[src/rtl/uart_rx_deserializer.sv]
`default_nettype none
// ============================================================================
// uart_rx_deserializer : oversampled UART receiver with valid/ready output
// Rev 1.0
// ============================================================================
module uart_rx_deserializer #(
   parameter int DATA_BITS = 8,
   parameter int OVS       = 16
) (
   input  logic                 clk,
   input  logic                 rst_n,
   input  logic                 baud_tick,
   input  logic                 rx_in,
   input  logic                 parity_en,
   input  logic                 parity_odd,
   input  logic                 two_stop,
   output logic [DATA_BITS-1:0] rx_data,
   output logic                 rx_valid,
   input  logic                 rx_ready,
   output logic                 parity_err,
   output logic                 frame_err,
   output logic                 overrun_err,
   output logic                 busy
);

   localparam int c_tick_w = $clog2(OVS);
   localparam int c_bit_w  = $clog2(DATA_BITS + 1);

   localparam logic [c_tick_w-1:0] c_tick_last = c_tick_w'(OVS - 1);
   localparam logic [c_tick_w-1:0] c_samp_lo   = c_tick_w'(OVS / 2 - 1);
   localparam logic [c_tick_w-1:0] c_samp_mid  = c_tick_w'(OVS / 2);
   localparam logic [c_tick_w-1:0] c_samp_hi   = c_tick_w'(OVS / 2 + 1);
   localparam logic [c_bit_w-1:0]  c_bit_last  = c_bit_w'(DATA_BITS - 1);

   localparam logic [2:0] c_st_idle      = 3'd0;
   localparam logic [2:0] c_st_start     = 3'd1;
   localparam logic [2:0] c_st_data      = 3'd2;
   localparam logic [2:0] c_st_parity    = 3'd3;
   localparam logic [2:0] c_st_stop      = 3'd4;
   localparam logic [2:0] c_st_wait_idle = 3'd5;

   logic                 r_sync1;
   logic                 r_sync2;
   logic                 w_rxs;
   logic [2:0]           r_state;
   logic [c_tick_w-1:0]  r_tick;
   logic [c_tick_w-1:0]  w_tick_nxt;
   logic [c_bit_w-1:0]   r_bit_cnt;
   logic [DATA_BITS-1:0] r_shift;
   logic                 r_samp0;
   logic                 r_samp1;
   logic                 r_cfg_par_en;
   logic                 r_cfg_odd;
   logic                 r_cfg_two;
   logic                 r_second_stop;
   logic                 r_perr;
   logic [DATA_BITS-1:0] r_rx_data;
   logic                 r_rx_valid;
   logic                 r_parity_err;
   logic                 r_frame_err;
   logic                 r_overrun;
   logic                 w_in_bit;
   logic                 w_resolve;
   logic                 w_bit;
   logic                 w_par_exp;
   logic                 w_last_stop;
   logic                 w_deliver;
   logic                 w_slot_free;

   always_ff @(posedge clk or negedge rst_n) begin
      if (!rst_n) begin
         r_sync1 <= 1'b1;
         r_sync2 <= 1'b1;
      end else begin
         r_sync1 <= rx_in;
         r_sync2 <= r_sync1;
      end
   end

   assign w_rxs       = r_sync2;
   assign w_in_bit    = (r_state == c_st_start) || (r_state == c_st_data) ||
                        (r_state == c_st_parity) || (r_state == c_st_stop);
   assign w_tick_nxt  = (r_tick == c_tick_last) ? '0 : r_tick + 1'b1;
   assign w_resolve   = baud_tick && w_in_bit && (w_tick_nxt == c_samp_hi);
   assign w_bit       = (r_samp0 & r_samp1) | (r_samp0 & w_rxs) | (r_samp1 & w_rxs);
   assign w_par_exp   = r_cfg_odd ? ~^r_shift : ^r_shift;
   // A bad first stop bit ends the frame without waiting for the second one.
   assign w_last_stop = !r_cfg_two || r_second_stop || !w_bit;
   // Handoff happens in the final stop-bit resolve cycle, so rx_valid rises on the next edge.
   assign w_deliver   = w_resolve && (r_state == c_st_stop) && w_last_stop;
   assign w_slot_free = !r_rx_valid || rx_ready;

   always_ff @(posedge clk or negedge rst_n) begin
      if (!rst_n) begin
         r_state       <= c_st_idle;
         r_tick        <= '0;
         r_bit_cnt     <= '0;
         r_shift       <= '0;
         r_samp0       <= 1'b0;
         r_samp1       <= 1'b0;
         r_cfg_par_en  <= 1'b0;
         r_cfg_odd     <= 1'b0;
         r_cfg_two     <= 1'b0;
         r_second_stop <= 1'b0;
         r_perr        <= 1'b0;
      end else begin
         if (baud_tick && w_in_bit) begin
            r_tick <= w_tick_nxt;
            if (w_tick_nxt == c_samp_lo) r_samp0 <= w_rxs;
            if (w_tick_nxt == c_samp_mid) r_samp1 <= w_rxs;
         end
         case (r_state)
            c_st_idle: begin
               if (baud_tick && !w_rxs) begin
                  r_state <= c_st_start;
                  r_tick  <= '0;
               end
            end
            c_st_start: begin
               if (w_resolve) begin
                  if (w_bit) begin
                     r_state <= c_st_idle;
                  end else begin
                     r_state       <= c_st_data;
                     r_bit_cnt     <= '0;
                     r_cfg_par_en  <= parity_en;
                     r_cfg_odd     <= parity_odd;
                     r_cfg_two     <= two_stop;
                     r_second_stop <= 1'b0;
                     r_perr        <= 1'b0;
                  end
               end
            end
            c_st_data: begin
               if (w_resolve) begin
                  r_shift   <= {w_bit, r_shift[DATA_BITS-1:1]};
                  r_bit_cnt <= r_bit_cnt + 1'b1;
                  if (r_bit_cnt == c_bit_last) begin
                     r_state <= r_cfg_par_en ? c_st_parity : c_st_stop;
                  end
               end
            end
            c_st_parity: begin
               if (w_resolve) begin
                  r_perr  <= (w_bit != w_par_exp);
                  r_state <= c_st_stop;
               end
            end
            c_st_stop: begin
               if (w_resolve) begin
                  if (w_last_stop) begin
                     r_state <= w_rxs ? c_st_idle : c_st_wait_idle;
                  end else begin
                     r_second_stop <= 1'b1;
                  end
               end
            end
            c_st_wait_idle: begin
               if (baud_tick && w_rxs) r_state <= c_st_idle;
            end
            default: r_state <= c_st_idle;
         endcase
      end
   end

   always_ff @(posedge clk or negedge rst_n) begin
      if (!rst_n) begin
         r_rx_data    <= '0;
         r_rx_valid   <= 1'b0;
         r_parity_err <= 1'b0;
         r_frame_err  <= 1'b0;
         r_overrun    <= 1'b0;
      end else begin
         r_overrun <= 1'b0;
         if (w_deliver) begin
            if (w_slot_free) begin
               r_rx_data    <= r_shift;
               r_parity_err <= r_perr;
               r_frame_err  <= ~w_bit;
               r_rx_valid   <= 1'b1;
            end else begin
               r_overrun <= 1'b1;
            end
         end else if (r_rx_valid && rx_ready) begin
            r_rx_valid <= 1'b0;
         end
      end
   end

   assign rx_data     = r_rx_data;
   assign rx_valid    = r_rx_valid;
   assign parity_err  = r_parity_err;
   assign frame_err   = r_frame_err;
   assign overrun_err = r_overrun;
   assign busy        = (r_state != c_st_idle);

endmodule
`default_nettype wire

[config.mk]
export PLATFORM = sky130hd
export DESIGN_NAME = uart_rx_deserializer
export DESIGN_NICKNAME = d
export VERILOG_FILES = /design/src/rtl/uart_rx_deserializer.sv
export SDC_FILE = /design/constraint.sdc
export NUM_CORES = 1
export LEC_CHECK = 0
export ABC_AREA = 1
export CORE_MARGIN = 2
export CORE_UTILIZATION = 40
export CTS_BUF_LIST = sky130_fd_sc_hd__clkbuf_8
export DETAILED_ROUTE_END_ITERATION = 10
export DONT_BUFFER_PORTS = 1
export PLACE_DENSITY_LB_ADDON = 0.08
export SLEW_MARGIN = 15
export SYNTH_ARGS = -nofsm -noshare
export SYNTH_HDL_FRONTEND = slang
export SYNTH_SLANG_ARGS = --single-unit
[constraint.sdc]
create_clock -name clk -period 2 [get_ports clk]
set_clock_uncertainty 0.15 [all_clocks]
set_input_delay 0.6 -clock clk [delete_from_list [all_inputs] [get_ports clk]]
set_output_delay 0.6 -clock clk [all_outputs]
set_load 0.02 [all_outputs]
* Word-level counts from Yosys, hierarchy flattened *
Index checks and enable logic that the tools add are counted.

word-level totals
  input bits = 8
  word-level logic and storage cells = 116
  flip-flop bits (word level) = 40
  output and inout port bits = 13

cells by class
  $add $sub $neg = 2
  muxes and demuxes = 33
  bitwise gates (word level) = 6
  reductions and logical operators = 35
  equality and inequality tests = 22

operators with widths
  kind                                                    count
  two-way mux 3 bit                                       10
  two-way mux 4 bit                                       7
  inequality test 2 bit (second input constant)           9
  case mux 3 bit (6 select lines)                         1
  == test 4 bit (second input constant)                   3
  two-way mux 1 bit                                       11
  AND reduction 2 bit                                     5
  adder 4 x 1 -> 4 bit (second input constant)            2
  == test 4 x 3 -> 1 bit (second input constant)          2
  case mux 4 bit (2 select lines)                         1
  AND reduction 4 bit                                     2
  AND reduction 8 bit                                     1
  nonzero test 2 bit                                      4
  XNOR reduction 8 bit                                    1
  parity 8 bit                                            1
  logical AND 1 bit                                       7
  == test 3 x 2 -> 1 bit (second input constant)          2
  == test 3 bit (second input constant)                   2
  logical OR 1 bit                                        6
  AND reduction 5 bit                                     1
  logical NOT 1 bit                                       4
  inequality test 2 x 1 -> 1 bit (second input constant)  2
  case mux 1 bit (2 select lines)                         2
  bitwise AND 1 bit                                       3
  other kinds (8)                                         9

* Logic depth before layout (Yosys ltp) *
Gate-level depths: netlist of run 1.

  word-level depth = 10
  depth in mapped cells = 11
  mapped depth without buffers = 11

* Worst setup path after synthesis of run 1 *
No wires, ideal clock.

  kind = reg2reg
  from = register r_tick[0]
  to = register r_shift[0]
  required time = 1.733 ns
  cell stages (with the launch flop) = 11
  period minus slack after synthesis = 1.766 ns
  setup slack = 0.234 ns
  arrival = 1.500 ns
  library setup time = 0.117 ns
  buffers on the path = 1
  cells stage by stage = dfrtp_1 > ha_1 > nand2_1 > nand3_1 > a21oi_4 > nand2_4 > inv_6 > nand2_4 > buf_6 > nand2_1 > nand2_1

between the ends
  cells in the longest elaborated chain, start to end = 5
  elaborated cells between the ends (all ways) = 6
  those cells by class = add/sub: 1; eq/ne: 2; mux: 1; reduce/logical: 2

RTL lines
  what                                                          line  RTL
  start, declared                                               46    logic [c_tick_w-1:0] r_tick;
  start signal, assigned                                        108   r_tick <= w_tick_nxt;
  adder 4 x 1 -> 4 bit / == test 4 bit (equally long branches)  83    assign w_tick_nxt = (r_tick == c_tick_last) ? '0 : r_tick + 1'b1;
  two-way mux 4 bit (*)                                         83
  == test 4 bit (*)                                             84    assign w_resolve = baud_tick && w_in_bit && (w_tick_nxt == c_samp_hi);
  logical AND 1 bit (*)                                         84
  AND reduction 2 bit (no source line) (*)                      n/a
  end signal, assigned                                          136   r_shift <= {w_bit, r_shift[DATA_BITS-1:1]};
  end, declared                                                 49    logic [DATA_BITS-1:0] r_shift;

Every way passes the cells marked *; elsewhere a longest branch is shown, timed or not.
A chain may end at the register's enable or synchronous reset.

* Worst setup path in the final report of run 1 *
  from = register r_state[0]
  to = output port busy

between the ends
  cells in the longest elaborated chain, start to end = 1

RTL lines
  what                    line  RTL
  start, declared         45    logic [2:0] r_state;
  start signal, assigned  95    r_state <= c_st_idle;
  start signal, assigned  115   r_state <= c_st_start;
  start signal, assigned  122   r_state <= c_st_idle;
  nonzero test 3 bit      195   assign busy = (r_state != c_st_idle);
  end, declared           23    output logic busy

No other way between the ends.

==> reports/qor.txt, run 1 <==
Switching portion of total power -> 0.381
Final setup violating endpoints -> 0
Largest net degree at the start of global routing -> 41
Max cap viols -> 0
Post-Synth Adder-Cell Area -> 0.0290
Commonest non-fill, non-tap cell in the layout -> nand2_1
CTS H-tree lvls -> 2
Row cnt -> 26
Yosys warning total -> 0
Measured slew at the worst slew-check pin -> 0.410 ns
Flop pwr share -> 0.400
Slew HR -> 0.726
WP data arrival -> 1.14 ns
Pwr dens -> 1110 nW/um2
Synth Area in Compound Gates -> 0.0793
Share of layout cells above drive strength 1 -> 0.142
Net Count, Synth -> 288
Max Root-Sink Buffers -> 2
Die height -> 77.5 um
Sw Pwr -> 1.02 mW
CTS sink cnt -> 40
Fillers -> 522
Unrepaired setup endpoints after global routing -> false
Synth area leader -> dfrtp_1
Initial Utilization -> 0.418
Worst stage delay on the critical path -> 0.46 ns
P_int -> 1.65 mW
DRT Pass-1 Iters -> 4
Slowest CP cell -> dfrtp_1
Main combinational cell family by area after synthesis -> simple AND/OR/NAND/NOR gates
Final Worst Setup Slack -> 0.112 ns
Required time of the critical path -> 1.25 ns
Leakage power -> 1.26 nW
Via density -> 4.76
Nets@finish -> 300
HPWL after detailed placement -> 2980 um
Synth cell types -> 30
CP Launch Type -> flop
CTS tree -> yes
Die Area -> 6010 um2
Register bit total from synthesis -> 40
Tcrit/Tclk final -> 0.944
Worst path top cell family by delay -> flip-flops
Peak VDD IR -> 0.568 mV
Clock power share -> 0.256
Mapped Avg Cell Area -> 7.86 um2
Hold Fails Final Rpt -> 0
Ys async rst share -> 1.00
Pre-CTS setup slack -> 0.166 ns
Cell Area, Synth -> 2160 um2
Clk_lat worst skew -> 0.30 ns
Area share of the largest cell type after synthesis -> 0.440
Simple-gate share of the synthesized area -> 0.351
CP max FO -> 6
Most frequent cells in the layout -> nand2_1 (113), dfrtp_1 (38), inv_1 (28)
Post-synthesis mux area share -> 0
Status -> finished, final reports clean
Crit Path Category -> flop to output pin
Core Box Area -> 5170 um2
CP cell instances -> nor2_1 -> nand2_4
Logic pwr share -> 0.344
Ys flop type -> dfrtp_1
IO Pins -> 21
Die X -> 77.5 um
F_max -> 530 MHz
Synth top area cells -> dfrtp_1 (44%), nand2_1 (20%), nand3_1 (6.3%)
Layout area overhead -> 11.9%
HP Class -> primary input to flop
Max-slew violations -> 0
DR iter-0 viols -> 63
Via count -> 1703
Sequential share of the synthesized area -> 0.464
Final wirelength -> 4040 um
Post-Place Cell Area -> 2260 um2
Number of flops mapped to enable cells by yosys -> 0
Syn Inst Count -> 275
Vias in the first global route -> 1573
Post-Synth XOR/XNOR Area -> 0.00811
I/O Buffers -> 0
Num CTS Buffers -> 5
GPL Wtd Cong -> 0.772
Total power -> 2.67 mW
Global-route wire length before repair -> 7160 um
Clk pin slew, worst setup/hold paths -> 0.08 ns
Min cycle time layout -> 1.89 ns
Worst Setup End Kind -> output pin
Total gr overflow -> 0
Antenna violations before repair -> 0
Wire length per cell -> 11.3 um
Setup TNS -> 0 ns
CTS Root Cell -> clkbuf_8
Residual DRC -> 0
Diodes inserted -> 0
Post-DRT Antenna Nets -> 0
Buf/Inv on CP -> 0
Total GRT Usage -> 0.149
Final std cell area, no fill -> 2420 um2
-- per-layer routing --
metal  track usage  part of all wire
met1         0.200              0.51
met2         0.227              0.44
met3        0.0419             0.034
met4        0.0643             0.019
met5             0                 0
-- cells in the mapped netlist, types with 2 or more instances --
cell / count
a21oi_1: 2
buf_6: 2
dfrtp_1: 38
dfstp_2: 2
ha_1: 5
inv_1: 28
inv_2: 2
nand2_1: 113
nand2_4: 3
nand3_1: 27
nand4_1: 4
nor2_1: 14
nor2_4: 2
o21ai_0: 8
o21ai_2: 9
or2_2: 2
-- worst paths after layout --
| path | start | to | slack (ns) | depth (start not counted) |
|---|---|---|---|---|
| min reg2reg | r_sync1$_DFF_PN1_ | r_sync2$_DFF_PN1_ | 0.21 | 0 |
| max | r_state[0]$_DFFE_PN0P_ | busy | 0.11 | 2 |
| max reg2reg | r_tick[0]$_DFF_PN0_ | r_shift[5]$_DFFE_PN0P_ | 0.19 | 9 |
| max in group asynchronous | rst_n | r_sync1$_DFF_PN1_ | 0.81 | 2 |
| min | rx_in | r_sync1$_DFF_PN1_ | 0.15 | 0 |
| min in group asynchronous | rst_n | r_perr$_DFFE_PN0P_ | 0.63 | 2 |
-- what timing repair did --
item                                    4_1_cts  5_1_grt
endpoints found under the setup margin        0        3
hold buffers                                  2        0
hold endpoints to repair                     40        0
setup buffers                                 0        1
gates resized for setup                       0        1
-- through the flow --
stage	instances	hold WS [ns]	util
final	358	0.147	0.467
after CTS	357	0.137	0.465
after global routing	358	0.127	0.467
after floorplan	275	0.154	-
after detailed placement	347	0.156	0.437
after global placement	347	0.155	0.437
-- worst reg2reg max path, delay by kind of cell, from the launching register on --
kind	cells	cell delay, ns
and+or+nand+nor	5	0.61
DFF	1	0.38
AOI/OAI and AO/OA	2	0.26
adders and majority gates	1	0.21
buffers and inverters	1	0.09
-- cell type report --
type / count / area, um2 / share of cell area
Clock buffer: 5 / 68.8 / 0.0285
Clock inverter: 3 / 46.3 / 0.0192
Inverter: 31 / 121 / 0.0502
Multi-Input combinational cell: 201 / 1010 / 0.420
Sequential cell: 40 / 1000 / 0.415
Tap cell: 70 / 87.6 / 0.0362
Timing Repair Buffer: 8 / 75.1 / 0.0311
-- power groups by stage --
stage | sequential, mW | clock, mW | combinational (mW)
3_5_place_dp | 1.08 | 0 | 0.898
5_1_grt | 1.09 | 0.752 | 1.06
6_report | 1.07 | 0.684 | 0.918
4_1_cts | 1.07 | 0.711 | 0.925
3_3_place_gp | 1.08 | 0 | 0.901
2_1_floorplan | 1.07 | 0 | 0.684
-- logic make-up after synthesis --
logic type | after synthesis
AOI/OAI and AO/OA | 24
xor gates and xnor gates | 2
adders and majority gates | 5
buffers and inverters | 34
DFF | 40
and+or+nand+nor | 170
-- registers in the layout, summed over array words and instances, names as in the netlist, 3 cells and up --
register,cells
r_state,3
r_shift,8
rx_data,8
r_bit_cnt,4
r_tick,4
Note: power is estimated with default switching activity, not from simulation.
==> inputs of run 2 (changes only) <==
CAP_MARGIN = 20   (was default)
==> results of run 2 <==
No change in the layout: final DEF, timing and power equal those of run 1.
==> inputs of run 3 (changes only) <==
SLEW_MARGIN = 40   (was 15)
==> results of run 3 <==
No change in the layout: final DEF, timing and power equal those of run 1.
